<file path="config.mk">
export PLATFORM = sky130hd
export DESIGN_NAME = heartbeat_monitor
export DESIGN_NICKNAME = d
export VERILOG_FILES = /design/src/rtl/heartbeat_monitor_pkg.sv /design/src/rtl/heartbeat_monitor_sat_counter16.sv /design/src/rtl/heartbeat_monitor.sv
export SDC_FILE = /design/constraint.sdc
export NUM_CORES = 1
export LEC_CHECK = 0
export ABC_AREA = 1
export CAP_MARGIN = 10
export CELL_PAD_IN_SITES_DETAIL_PLACEMENT = 1
export CELL_PAD_IN_SITES_GLOBAL_PLACEMENT = 1
export CORE_MARGIN = 2
export CORE_UTILIZATION = 34
export DETAILED_ROUTE_END_ITERATION = 8
export GPL_TIMING_DRIVEN = 0
export MAX_ROUTING_LAYER = met4
export PLACE_DENSITY_LB_ADDON = 0.1
export SETUP_SLACK_MARGIN = 0.3
export SYNTH_ARGS = -nofsm -noshare
export SYNTH_HDL_FRONTEND = slang
export SYNTH_SLANG_ARGS = --single-unit
</file>
<file path="constraint.sdc">
create_clock -name rxClk -period 1.6 [get_ports rxClk]
set_clock_uncertainty 0.1 [all_clocks]
set_input_delay 0.16 -clock rxClk [delete_from_list [all_inputs] [get_ports rxClk]]
set_output_delay 0.16 -clock rxClk [all_outputs]
set_load 0.05 [all_outputs]
</file>
<file path="src/rtl/heartbeat_monitor_pkg.sv">
// Shared types and constants for the heartbeat monitor: lock FSM encoding, default event code,
// statistics width and the interval-counter width rule.
package heartbeat_monitor_pkg;

  typedef enum logic [1:0] {
    ST_SEARCH  = 2'd0,
    ST_ACQUIRE = 2'd1,
    ST_LOCKED  = 2'd2
  } hb_state_t;

  localparam logic [7:0] HB_CODE_DEFAULT = 8'h7A;
  localparam int         STAT_W          = 16;

  // One spare bit above P+T+2 so the counter can run past the miss window before saturating.
  function automatic int interval_width(input int p, input int t);
    return $clog2(p + t + 2) + 1;
  endfunction

endpackage

</file>
<file path="src/rtl/heartbeat_monitor_sat_counter16.sv">
// Statistics counter: synchronous clear has priority over increment, holds at all-ones.
module sat_counter16
  import heartbeat_monitor_pkg::*;
(
  input  logic              clk,
  input  logic              rst_n,
  input  logic              inc,
  input  logic              clr,
  output logic [STAT_W-1:0] count
);

  always_ff @(posedge clk) begin
    if (!rst_n || clr) begin
      count <= '0;
    end else if (inc && (count != '1)) begin
      count <= count + 1'b1;
    end
  end

endmodule

</file>
<file path="src/rtl/heartbeat_monitor.sv">
// Heartbeat receiver: measures intervals between HEARTBEAT_CODE events, tracks lock, counts errors/misses.
// Outputs are registered (one cycle after the event); `HEARTBEAT_FLYWHEEL_EN adds synthetic strobes on misses while locked.
module heartbeat_monitor
  import heartbeat_monitor_pkg::*;
#(
  parameter int         RX_CLK_PER_HEARTBEAT = 1000,
  parameter int         TOLERANCE            = 2,
  parameter int         LOCK_COUNT           = 3,
  parameter int         MISS_LIMIT           = 3,
  parameter logic [7:0] HEARTBEAT_CODE       = HB_CODE_DEFAULT
) (
  input  logic                                                           rxClk,
  input  logic                                                           rxResetN,
  input  logic                                                           rxEventValid,
  input  logic [7:0]                                                     rxEventCode,
  input  logic                                                           clearStats,
  output logic                                                           hbStrobe,
  output logic                                                           hbLocked,
  output logic [interval_width(RX_CLK_PER_HEARTBEAT, TOLERANCE)-1:0]     lastInterval,
  output logic [STAT_W-1:0]                                              errorCount,
  output logic [STAT_W-1:0]                                              missCount
);

  localparam int IW = interval_width(RX_CLK_PER_HEARTBEAT, TOLERANCE);
  localparam int GW = $clog2(LOCK_COUNT + 1);
  localparam int MW = $clog2(MISS_LIMIT + 1);

  localparam logic [IW-1:0] LO_LIM   = IW'(RX_CLK_PER_HEARTBEAT - TOLERANCE);
  localparam logic [IW-1:0] HI_LIM   = IW'(RX_CLK_PER_HEARTBEAT + TOLERANCE);
  localparam logic [IW-1:0] WIN_END  = IW'(RX_CLK_PER_HEARTBEAT + TOLERANCE + 1);
  localparam logic [IW-1:0] REANCHOR = IW'(TOLERANCE + 2);

  hb_state_t     state;
  logic [IW-1:0] cnt;
  logic [GW-1:0] good_run;
  logic [MW-1:0] miss_run;

  logic hb;
  logic in_tol;
  logic at_window_end;
  logic miss;
  logic err_inc;
  logic fly;

  assign hb            = rxEventValid && (rxEventCode == HEARTBEAT_CODE);
  assign in_tol        = (cnt >= LO_LIM) && (cnt <= HI_LIM);
  assign at_window_end = (cnt == WIN_END);
  assign miss          = (state == ST_LOCKED) && at_window_end && !hb;
  assign err_inc       = hb && !in_tol && (state != ST_SEARCH);

`ifdef HEARTBEAT_FLYWHEEL_EN
  assign fly = miss;
`else
  assign fly = 1'b0;
`endif

  always_ff @(posedge rxClk) begin
    if (!rxResetN) begin
      state        <= ST_SEARCH;
      cnt          <= '0;
      good_run     <= '0;
      miss_run     <= '0;
      hbStrobe     <= 1'b0;
      hbLocked     <= 1'b0;
      lastInterval <= '0;
    end else begin
      hbStrobe <= hb || fly;

      // After a miss the counter jumps to T+2 so the next nominal heartbeat still reads P.
      if (hb) begin
        cnt <= IW'(1);
      end else if (miss) begin
        cnt <= REANCHOR;
      end else if (cnt != '1) begin
        cnt <= cnt + 1'b1;
      end

      if (hb && (state != ST_SEARCH)) begin
        lastInterval <= cnt;
      end

      case (state)
        ST_SEARCH: begin
          if (hb) begin
            state    <= ST_ACQUIRE;
            good_run <= '0;
          end
        end
        ST_ACQUIRE: begin
          if (hb && in_tol) begin
            if (int'(good_run) + 1 >= LOCK_COUNT) begin
              state    <= ST_LOCKED;
              hbLocked <= 1'b1;
              good_run <= '0;
              miss_run <= '0;
            end else begin
              good_run <= good_run + 1'b1;
            end
          end else if (hb) begin
            good_run <= '0;
          end else if (at_window_end) begin
            state <= ST_SEARCH;
          end
        end
        ST_LOCKED: begin
          if (hb && in_tol) begin
            miss_run <= '0;
          end else if (hb) begin
            state    <= ST_ACQUIRE;
            hbLocked <= 1'b0;
            good_run <= '0;
          end else if (at_window_end) begin
            if (int'(miss_run) + 1 >= MISS_LIMIT) begin
              state    <= ST_SEARCH;
              hbLocked <= 1'b0;
              miss_run <= '0;
            end else begin
              miss_run <= miss_run + 1'b1;
            end
          end
        end
        default: begin
          state    <= ST_SEARCH;
          hbLocked <= 1'b0;
        end
      endcase
    end
  end

  sat_counter16 u_err_cnt (
    .clk   (rxClk),
    .rst_n (rxResetN),
    .inc   (err_inc),
    .clr   (clearStats),
    .count (errorCount)
  );

  sat_counter16 u_miss_cnt (
    .clk   (rxClk),
    .rst_n (rxResetN),
    .inc   (miss),
    .clr   (clearStats),
    .count (missCount)
  );

endmodule

</file>
# --- Word level (Yosys, flattened, before mapping) ---
# Index checks and enable logic that the tools add are counted.
# W data, S select, Z words.
word_totals:
  register_bits: 62
  input_bits: 12
  out_inout_bits: 45
classes:
  add_sub_neg: 7
  magnitude_cmp: 4
  n_eq_ne: 18
  n_mux: 32
  n_bitwise: 2
  n_reduce_logical: 26
ops:
  columns: ["op", "n"]
  rows:
  - ["$mux W2", 19]
  - ["$add A16 B1 Y16 const B", 2]
  - ["$ne A16 B16 Y1 const B", 2]
  - ["$ne A3 B3 Y1 const B", 4]
  - ["$pmux W2 S3", 2]
  - ["$add A11 B1 Y11 const B", 1]
  - ["$eq A11 B10 Y1 const B", 1]
  - ["$ge A11 B10 Y1 const B", 1]
  - ["$le A11 B10 Y1 const B", 1]
  - ["$ne A11 B11 Y1 const B", 1]
  - ["$logic_and A1 B1 Y1", 10]
  - ["$ne A3 B2 Y1 const B", 3]
  - ["$eq A8 B7 Y1 const B", 1]
  - ["$ne A2 B2 Y1 const B", 4]
  - ["$mux W1", 7]
  - ["$reduce_and A7 Y1", 1]
  - ["$add A2 B1 Y3 const B", 2]
  - ["$ge A3 B2 Y1 const B", 2]
  - ["$mux W3", 2]
  - ["$reduce_and A6 Y1", 1]
  - ["$reduce_bool A2 Y1", 3]
  - ["$reduce_bool A3 Y1", 2]
  - ["$reduce_and A5 Y1", 1]
  - ["$add A2 B1 Y2 const B", 2]
  - ["other kinds (11)", 14]

# --- Logic depth before layout (Yosys ltp) ---
# Gate-level depths: netlist of the first run.
depth:
  word_depth: 7
  mapped_depth: 15

# --- Modules after synthesis ---
# Synthesis of the first run repeated with hierarchy kept, for this count alone.
unflattened:
  hier_cells: 529
  area_unflattened_um2: 3547.2
by_module_without_submodules:
  columns: ["module", "instances", "cells_per_inst", "area_each_um2", "seq_area_each_um2"]
  rows:
  - ["heartbeat_monitor", 1, 239, 1642.8, 600.6]
  - ["sat_counter16 at u_err_cnt", 1, 145, 962.2, 320.3]
  - ["sat_counter16 at u_miss_cnt", 1, 145, 942.2, 320.3]

# --- Worst setup path before layout of the first run ---
# Ideal clock, no wire load.
synth_path:
  path_kind: "register to register"
  startpoint: "register u_miss_cnt.count[0]"
  endpoint: "register u_miss_cnt.count[7]"
  setup_time_ps: 70
  arrival_ps: 1977
  required_time_ps: 1430
  slack_ps: -547
  stages_incl_launch_ff: 9
  n_path_buf: 1
  path_cell_list: "dfxtp_1 -> ha_1 -> nand2_1 -> nor3_4 -> nand4_1 -> nand2_4 -> buf_4 -> nand2_1 -> a21oi_1"
synth_via:
  elab_chain_len: 2
  word_cells_on_any_way: 3
synth_lines:
  columns: ["element", "line_no", "text"]
  rows:
  - ["start: declaration", "heartbeat_monitor_sat_counter16.sv:9", "output logic [STAT_W-1:0] count"]
  - ["start signal: assignment", "heartbeat_monitor_sat_counter16.sv:16", "count <= count + 1'b1;"]
  - ["parallel branches: the longest is 2 deep, another holds $add A16 B1 Y16", null, null]
# Parallel ways; which one is timed is not known.
# A chain may end at the register's enable or synchronous reset.

# --- Worst setup path in the final report of the first run ---
layout_path:
  startpoint: "register cnt[1]"
  endpoint: "register state[1]"
layout_via:
  elab_chain_len: 5
  word_cells_on_any_way: 13
layout_lines:
  columns: ["element", "line_no", "text"]
  rows:
  - ["start: declaration", "heartbeat_monitor.sv:34", "logic [IW-1:0] cnt;"]
  - ["start signal: assignment", "heartbeat_monitor.sv:75", "cnt <= cnt + 1'b1;"]
  - ["$ge A11 B10 Y1 or $le A11 B10 Y1 (tied branches)", "heartbeat_monitor.sv:46", "assign in_tol = (cnt >= LO_LIM) && (cnt <= HI_LIM);"]
  - ["$logic_and A1 B1 Y1", "heartbeat_monitor.sv:46", null]
  - ["$logic_and A1 B1 Y1", "heartbeat_monitor.sv:90, heartbeat_monitor.sv:106", null]
  - ["$ne A3 B3 Y1 (no line), or another cell as far along", null, null]
  - ["$reduce_and A7 Y1 (no line) or $pmux W2 S3 (tied branches)", null, null]
  - ["end signal: assignment", "heartbeat_monitor.sv:92", "state <= ST_LOCKED;"]
  - ["end signal: assignment", "heartbeat_monitor.sv:109", "state <= ST_ACQUIRE;"]
  - ["end signal: assignment", "heartbeat_monitor.sv:114", "state <= ST_SEARCH;"]
  - ["end: declaration", "heartbeat_monitor.sv:33", "hb_state_t state;"]
# Several ways; a longest one is shown, not always the timed one.

==> results of run 1 <==
-- layout make-up --
| class | count | share of cell area (%) |
|---|---|---|
| buffer | 10 | 1.79 |
| clock buffer | 12 | 3.02 |
| clock inverter | 4 | 0.426 |
| inverter | 66 | 4.96 |
| multi-input combinational | 378 | 46.2 |
| sequential | 62 | 22.6 |
| tap | 133 | 2.83 |
| timing repair buffer | 119 | 18.1 |
| timing repair inverter | 1 | 0.106 |
-- how the worst max path moves through the flow --
stage | slack, ns | start | depth (start not counted) | end
3_3_place_gp | -0.52 | rxEventCode[5] | 12 | u_err_cnt.count[4]$_SDFFE_PP0P_
2_1_floorplan | -0.14 | u_miss_cnt.count[0]$_SDFFE_PP0P_ | 9 | u_miss_cnt.count[7]$_SDFFE_PP0P_
4_1_cts | -0.25 | cnt[0]$_SDFFE_PN0P_ | 15 | u_err_cnt.count[4]$_SDFFE_PP0P_
6_report | -0.40 | cnt[1]$_SDFFE_PP0P_ | 12 | state[1]$_SDFFE_PN0P_
5_1_grt | -0.48 | cnt[1]$_SDFFE_PP0P_ | 12 | state[1]$_SDFFE_PN0P_
3_5_place_dp | -0.57 | rxEventCode[5] | 11 | u_err_cnt.count[2]$_SDFFE_PP0P_
-- layer usage --
| layer | track usage (%) | wire length (µm) | vias up |
|---|---|---|---|
| met5 | - | 0 | - |
| met4 | 13.4 | 510 | 0 |
| met3 | 3.37 | 472 | 41 |
| met2 | 46.0 | 8260 | 81 |
| met1 | 30.4 | 6080 | 1988 |
| li1 | - | - | 1925 |
-- report_power, final --
group | total, mW | switching, mW | internal (mW)
sequential | 1.64 | 0.0706 | 1.57
clock | 1.50 | 0.745 | 0.751
combinational | 1.33 | 0.841 | 0.485
total | 4.47 | 1.66 | 2.81
-- worst reg2reg max path: cells and delay by family, from the launching register on --
kind / cells / cell delay, ns
and+or+nand+nor: 9 / 1.02
DFF: 1 / 0.42
adders and majority gates: 1 / 0.19
buffers and inverters: 2 / 0.20
-- sequential cells by signal, summed over array words and instances, names as in the netlist --
register and count:
u_err_cnt.count 16, u_miss_cnt.count 16, cnt 11, lastInterval 11, good_run 2, miss_run 2
state 2, hbLocked 1, hbStrobe 1
-- per-stage QoR --
stage	power, mW	setup TNS, ns	std cells	hold WS (ns)
floorplan	2.28	-2.88	516	0.245
global placement	2.44	-21.84	704	0.352
detailed placement	2.50	-24.81	704	0.357
CTS	4.20	-6.81	770	0.0252
global route	4.63	-16.73	785	0.0699
finish	4.47	-13.11	785	0.0391
-- timing repair --
item	in CTS	in global routing
pin swaps	43	40
gates resized for setup	346	117
endpoints found under the setup margin	106	75
setup buffers	45	15
cloned	5	0
-- cell families (layout without fill, tap and decap cells) --
family,Yosys count,count (layout),share of synthesized area (%)
buffers and inverters,76,212,9.06
DFF,62,62,36.1
xor gates and xnor gates,14,14,3.57
adders and majority gates,8,8,2.91
and+or+nand+nor,290,290,38.2
AOI/OAI and AO/OA,66,66,10.2
-- synthesized netlist by cell type (all sizes together) --
cell type,instances
a21oi,45
o21ai,11
nand2,126
o21bai,1
nand4,7
xor2,10
buf,5
nor4,1
xnor2,4
ha,8
nor2,94
a31oi,4
clkinv,3
dfxtp,62
nor3,19
inv,63
clkbuf,5
a211oi,3
nand3,43
a21boi,1
o21a,1
==> flow_metrics.tcl, run 1 <==
set metrics [dict create \
    gr-usage-all-layers_pct 26.7 \
    finalInstanceArea_um2 5880 \
    die_area_um2 10900 \
    max-slew-margin-rel_pct 49.6 \
    mostFrequentLayoutCell "nand2_1" \
    crit_path_end_kind "flip-flop" \
    core_um2 9770 \
    setup_ws_ns -0.401 \
    antenna_left 0 \
    place_area_um2 4420 \
    grt_pass1_vias 4320 \
    synth_cells 516 \
    route.detailed.drc 0 \
    ctsHtreeMaxLevel 3 \
    p_leak_nw 2.33 \
    place_congestion 0.815 \
    hold_path_startpoint "rxResetN" \
    rsz0062_at_grt "true" \
    final.min_clock_period_ns 2.00 \
    holdBufCountCts 0 \
    antenna_cells 0 \
    start_kind "flip-flop" \
    peakVddDrop_mv 0.478 \
    vias_per_cell 5.14 \
    placementRows 36 \
    grt_pass1_wl_mm 22.5 \
    drtIter0Drc 105 \
    routed-via-count 4035 \
    finalMaxSlewViolations 0 \
    final_hold_viol_count 0 \
    cts-root-buf "clkbuf_8" \
    r2r_cells 12 \
    yosysTopAreaCellShare_pct 36.1 \
    ys_seq_area_share_pct 36.1 \
    synth_seq_cells 62 \
    place_ws_ns -0.573 \
    rr_endpoint "state[1]$_SDFFE_PN0P_" \
    required_ns 1.80 \
    crit_family "simple AND/OR/NAND/NOR gates" \
    clockBufferDepth 2 \
    netlist_top_cells_area "dfxtp_1, nand2_1, nor2_1, a21oi_1, inv_1" \
    netlist_area_um2 3440 \
    tightest_slew_ns 0.756 \
    path_max_fanout 5 \
    grt_remaining_overflow 0 \
    io_pins 57 \
    outcome "finished with violations" \
    wl_per_cell_um 19.5 \
    reg2reg_slack_ns -0.40 \
    multi_input_area_um2 2710 \
    die_w_um 105 \
    drt_first_pass_iters 4 \
    die_h_um 105 \
    slowest_stage "dfxtp_4" \
    final_cell_mix "nand2_1, nor2_1, buf_4" \
    cts_tree "done" \
    syn_avg_cell_area_um2 6.66 \
    nets 667 \
    clk_pin_slew_ns 0.08 \
    cts_buffers 9 \
    post-route-period-util_pct 125 \
    power_density_nw_per_um2 760 \
    synth_cell_types 36 \
    regArea_um2 1330 \
    port_buffers 55 \
    syn_nets 536 \
    grt_max_degree 12 \
    synth_top_cell_by_area "dfxtp_1" \
    clock.fmax_mhz 500 \
    hold_path_depth 3 \
    clkLatencyLatePin_ns 0.36 \
    start_util_pct 35.2 \
    cp.buffers_inverters 2 \
    dp_hpwl_mm 7.70 \
    drv_cap 0 \
    antenna_found_initial 0 \
    drive_gt1_share_pct 54.0 \
    syn2layout_area_growth_pct 70.9 \
    path_cells "ha_4 -> inv_4 -> nor2_4 -> nand3_4 -> buf_6 -> nor2_1 -> nor2_2 -> nor2_2 -> nand3_2 -> nor2_4 -> nor2_1 -> nor2_1" \
    postRouteWirelength_mm 15.3 \
    hold-path-endpoint "miss_run[1]$_SDFFE_PN0P_" \
    setup_viol 50 \
    timing_worst_setup_path_type "reg -> reg" \
    yosys_warnings 0 \
    finish.utilization_pct 60.1 \
    holdCritPathClass "in -> reg" \
    cp_data_arrival_time_ns 2.20 \
    cpPeakStageDelay_ns 0.42 \
    cts_num_sinks 62 \
    r2r_start "cnt[1]$_SDFFE_PP0P_" \
    violations "setup timing" \
    fillCellCount 1196 \
    cpMostUsedCell "nor2_1" \
]
Note: power is estimated with default switching activity, not from simulation.
==> run 2: changes to the inputs <==
CAP_MARGIN = 40   (was 10)
CTS_CLUSTER_SIZE = 30   (was not set)
==> results of run 2 <==
No change in the layout: final DEF, timing and power equal those of run 1.
==> run 3: changes to the inputs <==
SETUP_SLACK_MARGIN = 0.1   (was 0.3)
SKIP_LAST_GASP = 1   (was not set)
==> run 3 against run 2 <==
Net effect:
- the run still ends with setup timing left
- die area did not move
- first-iteration DRC count is 15% lower
- routed wire length down 13%
- worst hold slack better by 0.024 ns
- worst setup slack improved by 0.11 ns
- combinational power shrank 12%
- highest routed layer unchanged
==> flow_metrics.tcl, run 3 (same netlist as run 1, synthesis figures left out) <==
set metrics [dict create \
    cpMostUsedCell "inv_4" \
    clockBufferDepth 2 \
    routed-via-count 3932 \
    port_buffers 55 \
    nets 651 \
    top_regs "u_err_cnt.count x16, u_miss_cnt.count x16" \
    cts_buffers 9 \
    die_h_um 105 \
    finalMaxSlewViolations 0 \
    crit_path_end_kind "flip-flop" \
    grt-busiest-layer "met2" \
    r2r_start "cnt[1]$_SDFFE_PP0P_" \
    wl_per_cell_um 17.4 \
    grt_pass1_wl_mm 20.2 \
    holdCritPathClass "in -> reg" \
    grt_remaining_overflow 0 \
    slowest_stage "dfxtp_4" \
    grt_use_met1_pct 27.4 \
    path_max_fanout 6 \
    place_area_um2 4380 \
    cp-startpoint "cnt[1]$_SDFFE_PP0P_" \
    grt_pass1_vias 4131 \
    setup_viol 49 \
    power_density_nw_per_um2 757 \
    syn2layout_area_growth_pct 60.9 \
    drtIter0Drc 89 \
    cts_num_sinks 62 \
    route.detailed.drc 0 \
    antenna_left 0 \
    peakVddDrop_mv 0.435 \
    final_hold_viol_count 0 \
    use_met3_pct 2.74 \
    tightest_slew_ns 0.710 \
    outcome "finished with violations" \
    die_area_um2 10900 \
    postRouteWirelength_mm 13.4 \
    place_congestion 0.821 \
    finalInstanceArea_um2 5530 \
    timing_worst_setup_path_type "reg -> reg" \
    rsz0062_at_grt "true" \
    clkLatencyLatePin_ns 0.37 \
    antenna_cells 0 \
    grt_max_degree 14 \
    cp.buffers_inverters 3 \
    final.min_clock_period_ns 1.89 \
    setup_ws_ns -0.288 \
    ctsHtreeMaxLevel 3 \
    clock.fmax_mhz 530 \
    drive_gt1_share_pct 46.7 \
    vias_per_cell 5.11 \
    power.total_mw 4.19 \
    antenna_found_initial 0 \
    path_cells "ha_4 -> inv_4 -> nor2_4 -> nand3_2 -> nor2_2 -> nand2_2 -> inv_4 -> nand2_8 -> buf_4 -> o21ai_4 -> nand2_1 -> o21a_1" \
    gr-usage-all-layers_pct 23.5 \
    met2_usage_pct 41.7 \
    core_um2 9770 \
    clk_pin_slew_ns 0.08 \
    cpPeakStageDelay_ns 0.40 \
    drv_cap 0 \
    drt_first_pass_iters 5 \
    required_ns 1.76 \
    holdBufCountCts 0 \
    whs_ns 0.0629 \
    hold_path_startpoint "rxResetN" \
    mostFrequentLayoutCell "nand2_1" \
    violations "setup timing" \
    fillCellCount 1199 \
    start_util_pct 35.2 \
    crit_family "simple AND/OR/NAND/NOR gates" \
    io_pins 57 \
    start_kind "flip-flop" \
    post-route-period-util_pct 118 \
    max-slew-margin-rel_pct 52.7 \
    final_cell_mix "nand2_1, nor2_1, inv_1" \
    cts-root-buf "clkbuf_8" \
    dp_hpwl_mm 7.48 \
    placementRows 36 \
    cp_data_arrival_time_ns 2.05 \
    die_w_um 105 \
    cts_tree "done" \
    p_leak_nw 2.05 \
]
-- run 3: cell types whose count changed in the layout (fill, tap and decap cells not counted), sizes merged --
cell / delta
dlymetal6s2s: -2
buf: -47
dlygate4sd2: +2
clkbuf: -1
inv: +5
clkdlybuf4s50: +3
clkinvlp: +1
nand3: +1
clkinv: -4
clkdlybuf4s15: +26
-- run 3: area by class of cell --
| type | count | area [µm²] | share of cell area (%) |
|---|---|---|---|
| timing repair buffer | 103 | 937 | 16.9 |
| clock buffer | 9 | 124 | 2.24 |
| sequential | 62 | 1320 | 23.8 |
| inverter | 66 | 292 | 5.27 |
| multi-input combinational | 379 | 2550 | 46.0 |
| clock inverter | 7 | 55.1 | 0.995 |
| buffer | 10 | 93.8 | 1.70 |
| tap | 133 | 166 | 3.01 |
-- run 3: routing by layer --
metal  share of wire, %  routed length [µm]
met1                 41                5460
met2                 54                7220
met3                3.0                 396
met4                2.4                 325
met5                  0                   0
-- run 3: path summary, 6_finish.rpt --
| kind | endpoint | slack (ns) | depth (start not counted) |
|---|---|---|---|
| hold / removal | hbLocked$_SDFFE_PN0P_ | 0.06 | 3 |
| setup reg to reg | u_miss_cnt.count[4]$_SDFFE_PP0P_ | -0.29 | 12 |
| setup / recovery | u_miss_cnt.count[4]$_SDFFE_PP0P_ | -0.29 | 12 |
| hold reg to reg | lastInterval[1]$_SDFFE_PN0P_ | 0.36 | 2 |
-- run 3: report_power, final --
| part | switching, mW | internal, mW |
|---|---|---|
| Sequential | 0.0607 | 1.58 |
| Clock | 0.788 | 0.583 |
| Combinational | 0.719 | 0.454 |
| Total | 1.57 | 2.62 |
-- run 3: per-stage QoR --
stage	std cells	worst slack, ns	utilization, %	TNS (ns)
finish	769	-0.288	56.6	-8.86
global route	769	-0.363	56.6	-13.56
CTS	760	-0.237	54.2	-6.89
detailed placement	704	-0.607	44.8	-26.48
global placement	704	-0.532	44.8	-24.09
floorplan	516	-0.141	-	-2.88
-- run 3: worst reg2reg max path: cells and delay by family, from the launching register on --
kind	cells	cell delay (ns)
simple gates	6	0.60
flops	1	0.40
buf+inv	3	0.30
compound gates	2	0.22
fa+ha+maj	1	0.17
-- run 3: timing repair --
| item | in CTS | in global routing |
|---|---|---|
| pin swaps | 34 | 31 |
| setup buffers | 36 | 11 |
| resized for setup | 206 | 96 |
| gates cloned | 4 | 1 |
| endpoints found under the setup margin | 106 | 81 |
